<file path="src/rtl/bram_arb_pkg.sv">
// Shared types and default widths for the two-client BRAM port arbiter.
package bram_arb_pkg;
    localparam int DEF_DWIDTH = 8;
    localparam int DEF_AWIDTH = 8;

    typedef logic client_t;

    typedef enum logic {
        OP_READ  = 1'b0,
        OP_WRITE = 1'b1
    } op_e;
endpackage

</file>
<file path="src/rtl/bram_port_arbiter_if.sv">
// Client request/response and BRAM port bundle between two clients, the arbiter and an external BRAM.
interface bram_port_arbiter_if import bram_arb_pkg::*; #(
    parameter int DWIDTH = DEF_DWIDTH,
    parameter int AWIDTH = DEF_AWIDTH
);
    logic              c0_valid, c1_valid;
    logic              c0_we, c1_we;
    logic [AWIDTH-1:0] c0_addr, c1_addr;
    logic [DWIDTH-1:0] c0_wdata, c1_wdata;
    logic              c0_ready, c1_ready;
    logic              c0_rvalid, c1_rvalid;
    logic [DWIDTH-1:0] c0_rdata, c1_rdata;
    logic              mem_we;
    logic [AWIDTH-1:0] mem_wr_addr;
    logic [DWIDTH-1:0] mem_din;
    logic [AWIDTH-1:0] mem_rd_addr;
    logic [DWIDTH-1:0] mem_dout;

    // Arbiter side.
    modport slave (
        input  c0_valid, c1_valid, c0_we, c1_we, c0_addr, c1_addr,
               c0_wdata, c1_wdata, mem_dout,
        output c0_ready, c1_ready, c0_rvalid, c1_rvalid, c0_rdata, c1_rdata,
               mem_we, mem_wr_addr, mem_din, mem_rd_addr
    );

    // Clients plus BRAM side.
    modport master (
        output c0_valid, c1_valid, c0_we, c1_we, c0_addr, c1_addr,
               c0_wdata, c1_wdata, mem_dout,
        input  c0_ready, c1_ready, c0_rvalid, c1_rvalid, c0_rdata, c1_rdata,
               mem_we, mem_wr_addr, mem_din, mem_rd_addr
    );
endinterface

</file>
<file path="src/rtl/bram_arb_pick.sv">
// Two-requester round-robin picker: grant is combinational from the requests, zero added latency.
// Pointer names the favoured client on contention and moves to the loser afterwards.
module bram_arb_pick import bram_arb_pkg::*; (
    input  logic    clock,
    input  logic    resetn,
    input  logic    i_req0,
    input  logic    i_req1,
    output logic    o_gnt_vld,
    output client_t o_gnt_id
);
    client_t r_ptr;
    client_t w_ptr_nxt;

    always_comb begin
        o_gnt_vld = 1'b0;
        o_gnt_id  = 1'b0;
        w_ptr_nxt = r_ptr;
        if (resetn) begin
            if (i_req0 && i_req1) begin
                o_gnt_vld = 1'b1;
                o_gnt_id  = r_ptr;
                w_ptr_nxt = ~r_ptr;
            end else if (i_req0) begin
                o_gnt_vld = 1'b1;
                o_gnt_id  = 1'b0;
            end else if (i_req1) begin
                o_gnt_vld = 1'b1;
                o_gnt_id  = 1'b1;
            end
        end
    end

    always_ff @(posedge clock) begin
        if (!resetn) r_ptr <= 1'b0;
        else         r_ptr <= w_ptr_nxt;
    end
endmodule

</file>
<file path="src/rtl/bram_port_arbiter.sv">
// Arbitrates two clients onto the write and read ports of an external simple-dual-port BRAM.
// Grants are same-cycle; read data returns one cycle after grant. Losers hold valid until ready.
module bram_port_arbiter import bram_arb_pkg::*; #(
    parameter int DWIDTH = DEF_DWIDTH,
    parameter int AWIDTH = DEF_AWIDTH
) (
    input  logic clock,
    input  logic resetn,
    bram_port_arbiter_if.slave bus
);
    op_e               w_op0, w_op1;
    logic              w_wreq0, w_wreq1, w_rreq0, w_rreq1;
    logic              w_wgnt_vld, w_rgnt_vld;
    client_t           w_wgnt_id, w_rgnt_id;
    logic [AWIDTH-1:0] w_wr_addr, w_rd_addr;
    logic [DWIDTH-1:0] w_din;
    logic              w_rvalid0, w_rvalid1;
    logic              r_rsp_vld;
    client_t           r_rsp_id;

    assign w_op0   = op_e'(bus.c0_we);
    assign w_op1   = op_e'(bus.c1_we);
    assign w_wreq0 = bus.c0_valid && (w_op0 == OP_WRITE);
    assign w_wreq1 = bus.c1_valid && (w_op1 == OP_WRITE);
    assign w_rreq0 = bus.c0_valid && (w_op0 == OP_READ);
    assign w_rreq1 = bus.c1_valid && (w_op1 == OP_READ);

    bram_arb_pick u_wr_pick (
        .clock     (clock),
        .resetn    (resetn),
        .i_req0    (w_wreq0),
        .i_req1    (w_wreq1),
        .o_gnt_vld (w_wgnt_vld),
        .o_gnt_id  (w_wgnt_id)
    );

    bram_arb_pick u_rd_pick (
        .clock     (clock),
        .resetn    (resetn),
        .i_req0    (w_rreq0),
        .i_req1    (w_rreq1),
        .o_gnt_vld (w_rgnt_vld),
        .o_gnt_id  (w_rgnt_id)
    );

    always_comb begin
        w_wr_addr = '0;
        w_din     = '0;
        w_rd_addr = '0;
        if (w_wgnt_vld) begin
            w_wr_addr = w_wgnt_id ? bus.c1_addr  : bus.c0_addr;
            w_din     = w_wgnt_id ? bus.c1_wdata : bus.c0_wdata;
        end
        if (w_rgnt_vld) begin
            w_rd_addr = w_rgnt_id ? bus.c1_addr : bus.c0_addr;
        end
    end

    assign bus.mem_we      = w_wgnt_vld;
    assign bus.mem_wr_addr = w_wr_addr;
    assign bus.mem_din     = w_din;
    assign bus.mem_rd_addr = w_rd_addr;

    assign bus.c0_ready = (w_wgnt_vld && (w_wgnt_id == 1'b0)) || (w_rgnt_vld && (w_rgnt_id == 1'b0));
    assign bus.c1_ready = (w_wgnt_vld && (w_wgnt_id == 1'b1)) || (w_rgnt_vld && (w_rgnt_id == 1'b1));

    // Tracks which client owns the BRAM data arriving next cycle.
    always_ff @(posedge clock) begin
        if (!resetn) begin
            r_rsp_vld <= 1'b0;
            r_rsp_id  <= 1'b0;
        end else begin
            r_rsp_vld <= w_rgnt_vld;
            r_rsp_id  <= w_rgnt_id;
        end
    end

    // Masking with resetn drops a response whose read was granted just before reset.
    assign w_rvalid0 = resetn && r_rsp_vld && (r_rsp_id == 1'b0);
    assign w_rvalid1 = resetn && r_rsp_vld && (r_rsp_id == 1'b1);

    assign bus.c0_rvalid = w_rvalid0;
    assign bus.c1_rvalid = w_rvalid1;
    assign bus.c0_rdata  = w_rvalid0 ? bus.mem_dout : '0;
    assign bus.c1_rdata  = w_rvalid1 ? bus.mem_dout : '0;
endmodule

</file>
<file path="src/flat_wrapper.sv">
// flat-port wrapper written by rule: the top's interface ports become plain ports
module bram_port_arbiter_flat import bram_arb_pkg::*;
#(
    parameter int DWIDTH = DEF_DWIDTH,
    parameter int AWIDTH = DEF_AWIDTH
)
  (clock, resetn, bus_c0_valid, bus_c1_valid, bus_c0_we, bus_c1_we, bus_c0_addr, bus_c1_addr, bus_c0_wdata, bus_c1_wdata, bus_mem_dout, bus_c0_ready, bus_c1_ready, bus_c0_rvalid, bus_c1_rvalid, bus_c0_rdata, bus_c1_rdata, bus_mem_we, bus_mem_wr_addr, bus_mem_din, bus_mem_rd_addr);
  bram_port_arbiter_if #(.DWIDTH(DWIDTH), .AWIDTH(AWIDTH)) bus_i ();
  input  logic clock;
  input  logic resetn;
  input wire logic [$bits(bus_i.c0_valid)-1:0] bus_c0_valid;
  input wire logic [$bits(bus_i.c1_valid)-1:0] bus_c1_valid;
  input wire logic [$bits(bus_i.c0_we)-1:0] bus_c0_we;
  input wire logic [$bits(bus_i.c1_we)-1:0] bus_c1_we;
  input wire logic [$bits(bus_i.c0_addr)-1:0] bus_c0_addr;
  input wire logic [$bits(bus_i.c1_addr)-1:0] bus_c1_addr;
  input wire logic [$bits(bus_i.c0_wdata)-1:0] bus_c0_wdata;
  input wire logic [$bits(bus_i.c1_wdata)-1:0] bus_c1_wdata;
  input wire logic [$bits(bus_i.mem_dout)-1:0] bus_mem_dout;
  output wire logic [$bits(bus_i.c0_ready)-1:0] bus_c0_ready;
  output wire logic [$bits(bus_i.c1_ready)-1:0] bus_c1_ready;
  output wire logic [$bits(bus_i.c0_rvalid)-1:0] bus_c0_rvalid;
  output wire logic [$bits(bus_i.c1_rvalid)-1:0] bus_c1_rvalid;
  output wire logic [$bits(bus_i.c0_rdata)-1:0] bus_c0_rdata;
  output wire logic [$bits(bus_i.c1_rdata)-1:0] bus_c1_rdata;
  output wire logic [$bits(bus_i.mem_we)-1:0] bus_mem_we;
  output wire logic [$bits(bus_i.mem_wr_addr)-1:0] bus_mem_wr_addr;
  output wire logic [$bits(bus_i.mem_din)-1:0] bus_mem_din;
  output wire logic [$bits(bus_i.mem_rd_addr)-1:0] bus_mem_rd_addr;
  assign bus_i.c0_valid = bus_c0_valid;
  assign bus_i.c1_valid = bus_c1_valid;
  assign bus_i.c0_we = bus_c0_we;
  assign bus_i.c1_we = bus_c1_we;
  assign bus_i.c0_addr = bus_c0_addr;
  assign bus_i.c1_addr = bus_c1_addr;
  assign bus_i.c0_wdata = bus_c0_wdata;
  assign bus_i.c1_wdata = bus_c1_wdata;
  assign bus_i.mem_dout = bus_mem_dout;
  assign bus_c0_ready = bus_i.c0_ready;
  assign bus_c1_ready = bus_i.c1_ready;
  assign bus_c0_rvalid = bus_i.c0_rvalid;
  assign bus_c1_rvalid = bus_i.c1_rvalid;
  assign bus_c0_rdata = bus_i.c0_rdata;
  assign bus_c1_rdata = bus_i.c1_rdata;
  assign bus_mem_we = bus_i.mem_we;
  assign bus_mem_wr_addr = bus_i.mem_wr_addr;
  assign bus_mem_din = bus_i.mem_din;
  assign bus_mem_rd_addr = bus_i.mem_rd_addr;
  bram_port_arbiter #(.DWIDTH(DWIDTH), .AWIDTH(AWIDTH)) u_core (.clock(clock), .resetn(resetn), .bus(bus_i));
endmodule
</file>
<file path="config.mk">
export PLATFORM = sky130hd
export DESIGN_NAME = bram_port_arbiter_flat
export DESIGN_NICKNAME = d
export VERILOG_FILES = /design/src/rtl/bram_arb_pkg.sv /design/src/rtl/bram_port_arbiter_if.sv /design/src/rtl/bram_arb_pick.sv /design/src/rtl/bram_port_arbiter.sv /design/src/flat_wrapper.sv
export SDC_FILE = /design/constraint.sdc
export NUM_CORES = 1
export LEC_CHECK = 0
export CAP_MARGIN = 5
export CORE_UTILIZATION = 23
export DETAILED_ROUTE_END_ITERATION = 16
export PLACE_DENSITY = 0.79
export SYNTH_ARGS = -nofsm -noshare
export SYNTH_HDL_FRONTEND = slang
export SYNTH_SLANG_ARGS = --single-unit
</file>
<file path="constraint.sdc">
create_clock -name clock -period 1.36 [get_ports clock]
set_input_delay 0.204 -clock clock [delete_from_list [all_inputs] [get_ports clock]]
set_output_delay 0.204 -clock clock [all_outputs]
set_load 0.01 [all_outputs]
</file>
# After elaboration in Yosys (flattened, before gate mapping)
# Cells that the tools add are included.
dict set report op_classes {
  n_bitwise 7
  reduce_logical 15
  muxes 22
}
# cell n
set op_table {}
lappend op_table {{8-bit two-way mux} 8}
lappend op_table {{1-bit two-way mux} 14}
lappend op_table {{1-bit logical AND} 13}
lappend op_table {{1-bit NOT} 7}
lappend op_table {{1-bit logical OR} 2}
dict set report totals {
  inputBits 46
  word_cells 48
  output_inout_bits 45
  regBits 4
}

# Depth between registers and ports, before layout
dict set report depth {
  word_depth 9
  depth_mapped 5
}

# Modules after synthesis
# A second synthesis with hierarchy kept.
dict set report hier_totals {
  hier_cells 102
  hier_area_um2 726.9
}
# mod area_per_inst_um2 n_inst seq_area_each_um2 cells_per_inst
set modules_own_cells {}
lappend modules_own_cells {bram_port_arbiter 599.3 1 40.0 84}
lappend modules_own_cells {bram_arb_pick 63.8 2 20.0 9}

# Worst setup path after synthesis
# OpenSTA, ideal clock, no wires.
dict set report synth_timing {
  path_kind {register -> output}
  from {reg u_core.u_rd_pick.r_ptr}
  to {out bus_mem_rd_addr[0]}
  stages_incl_launch_ff 4
  path_slack_ns 0.090
  required_ns 1.156
  t_arrival_ns 1.066
  path_buffers 1
  cell_sequence {dfxtp_1 > o311a_1 > buf_2 > a22o_1}
}
dict set report synth_between {
  elab_chain_cells 4
}
# element line
set synth_rtl {}
lappend synth_rtl {{start: declaration} bram_arb_pick.sv:11} ;# client_t r_ptr;
lappend synth_rtl {{start signal: assignment} bram_arb_pick.sv:35} ;# else r_ptr <= w_ptr_nxt;
lappend synth_rtl {{1-bit two-way mux} bram_arb_pick.sv:19} ;# if (i_req0 && i_req1) begin
lappend synth_rtl {{1-bit two-way mux} bram_arb_pick.sv:18} ;# if (resetn) begin
lappend synth_rtl {{8-bit two-way mux} bram_port_arbiter.sv:55} ;# w_rd_addr = w_rgnt_id ? bus.c1_addr : bus.c0_addr;
lappend synth_rtl {{8-bit two-way mux} bram_port_arbiter.sv:54} ;# if (w_rgnt_vld) begin
lappend synth_rtl {{end: declaration} flat_wrapper.sv:29} ;# output wire logic [$bits(bus_i.mem_rd_addr)-1:0] bus_mem_rd_addr;
# No other way between the ends.

# Worst setup path after layout
dict set report layout_timing {
  from {reg u_core.u_wr_pick.r_ptr}
  to {out bus_mem_din[7]}
}
dict set report layout_between {
  elab_chain_cells 4
}
# element line
set layout_rtl {}
lappend layout_rtl {{start: declaration} bram_arb_pick.sv:11}
lappend layout_rtl {{start signal: assignment} bram_arb_pick.sv:35}
lappend layout_rtl {{1-bit two-way mux} bram_arb_pick.sv:19}
lappend layout_rtl {{1-bit two-way mux} bram_arb_pick.sv:18}
lappend layout_rtl {{8-bit two-way mux} bram_port_arbiter.sv:52} ;# w_din = w_wgnt_id ? bus.c1_wdata : bus.c0_wdata;
lappend layout_rtl {{8-bit two-way mux} bram_port_arbiter.sv:50} ;# if (w_wgnt_vld) begin
lappend layout_rtl {{end: declaration} flat_wrapper.sv:28} ;# output wire logic [$bits(bus_i.mem_din)-1:0] bus_mem_din;
# No other way between the ends.

==> results.toml <==
[status]
violations = "negative setup slack"
status = "complete, but fails checks"

[clock_network]
clk_pin_slew_ns = 0.05
htreeDepth = 1
clock_latency_ns = 0.25
cts.path.max_buffers = 2
tritoncts = "done"
clock_sinks = 4
numCtsBuffers = 3
clk_root_buffer_cell = "clkbuf_4"

[worst_setup_path]
critPathCaptureType = "primary output"
crit_required_ns = 1.16
path_class = "flop to primary output"
critPathArrivalTime_ns = 1.41
startpoint_type = "flop"
crit_path_max_fanout = 3

[pwr]
vdd_drop_max_v = 0.000349
p_per_area_nw_per_um2 = 396
p_leak_nw = 0.898

[placement]
dpl.hpwl_um = 2490
dp_cells = 206
place_ws_ns = -0.902
placement.cell_area_um2 = 1640
gp_congestion = 0.745
port-buffer-count = 90

[finish]
nets = 242
layout_commonest_cell = "clkdlybuf4s50_1"
diodes = 0
fin_cells = 224
syn2layout_area_growth_pct = 183
final_cell_mix = "40 x clkdlybuf4s50_1, 29 x buf_2, 26 x buf_6"
finalInstanceArea_um2 = 1770
drive_above_1_share = 0.531

[die]
die_x_um = 54.1
coreArea_um2 = 2520
rows = 18
die_h_um = 54.1
dieArea_um2 = 2930
initial_core_util = 0.248
ios = 91

[sta]
maxSlewViolCount = 0
hold_viol_final = 0
whs_ns = 0.308
clock_skew_ns = 0.00622
finalSetupViolations = 30
slew_headroom = 0.822
fmax_mhz = 619
worst_slack_ns = -0.256
min_period_over_period = 1.19
fin_crit_ns = 1.62
tns_ns = -5.24
worstMarginPinSlew_ns = 0.267
rsz0062_at_grt = "yes"

[routing]
drtAntennaViolNets = 0
avgViaCountPerCell = 4.93
drcViolationCount = 0
num_vias = 1105
drt-total-wl_um = 3450
wl_per_cell_um = 15.4
first_pass_iters = 4
drtIter0Drc = 15

[synth]
synth_ff_type = "dfxtp_1"
seq_area_frac_synth = 0.128
async_reset_ff_frac = 0
ys_warn_count = 0
synthesis.area_um2 = 624
synthesis.nets = 125
ys_seq_elements = 4
avgSynthCellArea_um2 = 7.90
ys_types = 28
synth_edf_count = 0
postSynthCellCount = 79

[grt]
grt_max_degree = 10
grt_use_total = 0.226
antenna_found_initial = 0
grt_pass1_wl_um = 4670
grt-ovfl-total = 0
grt_pass1_vias = 1047

[worst_hold_path]
hp-class = "input pin to flop"

[flow_run]
cap_violations = 0
-- Yosys cell counts (2+ instances only) --
cell type	instances	area [um2]
buf_2	3	15.0
or2_1	2	12.5
and2_1	17	106
and3_1	2	12.5
a22o_1	21	184
o22a_1	2	17.5
nand2_1	6	22.5
nor2_1	2	7.51
dfxtp_1	4	80.1
a21boi_1	2	15.0
-- stage by stage --
stage          power, mW   util
2_1_floorplan      0.244      -
3_3_place_gp       0.514  0.650
3_5_place_dp       0.524  0.650
4_1_cts            0.688  0.658
5_1_grt            0.742  0.700
6_report           0.699  0.700
-- worst max-delay path: stages, from the launching register on --
cell      delay (ns)
dfxtp_2         0.32
o2111a_2        0.30
buf_6           0.13
mux2_4          0.29
buf_6           0.12
-- state kept, by name, summed over array words and instances (netlist names) --
| register | cells |
|---|---|
| u_core.u_rd_pick.r_ptr | 1 |
| u_core.u_wr_pick.r_ptr | 1 |
| u_core.r_rsp_vld | 1 |
| u_core.r_rsp_id | 1 |
-- timing repair --
| action | CTS | global route |
|---|---|---|
| hold buffers | 0 | 0 |
| endpoints found under the setup margin | 45 | 44 |
| buffers inserted | 13 | 2 |
| gates resized for setup | 208 | 36 |
| cloned | 2 | 0 |
| pin swaps | 24 | 16 |
-- power by group --
group	leakage, nW	switching (mW)	internal [mW]
Sequential	0.0344	0.00390	0.124
Combinational	0.850	0.151	0.255
Clock	0.0138	0.0646	0.0998
Total	0.898	0.220	0.479
-- path summary, 6_finish.rpt --
check,start,endpoint,slack (ns),cells after the start
setup / recovery,u_core.u_wr_pick.r_ptr,bus_mem_din[7],-0.26,4
hold / removal,bus_c0_valid,u_core.r_rsp_vld,0.31,3
setup reg to reg,u_core.u_wr_pick.r_ptr,u_core.u_wr_pick.r_ptr,0.08,5
hold reg to reg,u_core.u_rd_pick.r_ptr,u_core.r_rsp_id,0.64,2
-- layout make-up --
type	instances	area (um2)
Clock buffer	3	22.5
Fill cell	208	756
Inverter	1	3.75
Multi-Input combinational cell	68	569
Sequential cell	4	85.1
Tap cell	30	37.5
Timing Repair Buffer	118	1050
-- cell families (layout without fill, tap and decap cells) --
family | after synthesis | in the layout | synth area share
flops | 4 | 4 | 0.128
buf+inv | 7 | 122 | 0.0781
mux | 1 | 1 | 0.0180
compound gates | 31 | 31 | 0.431
xor+xnor | 1 | 1 | 0.0140
simple gates | 35 | 35 | 0.331
-- metal layers --
| metal | wire, um | GRT usage | vias up |
|---|---|---|---|
| li1 | - | - | 530 |
| met1 | 1180 | 0.217 | 498 |
| met2 | 1800 | 0.426 | 69 |
| met3 | 395 | 0.0706 | 8 |
| met4 | 75 | 0.115 | 0 |
| met5 | 0 | 0 | - |
No activity file was read; power rests on OpenSTA's default activity.
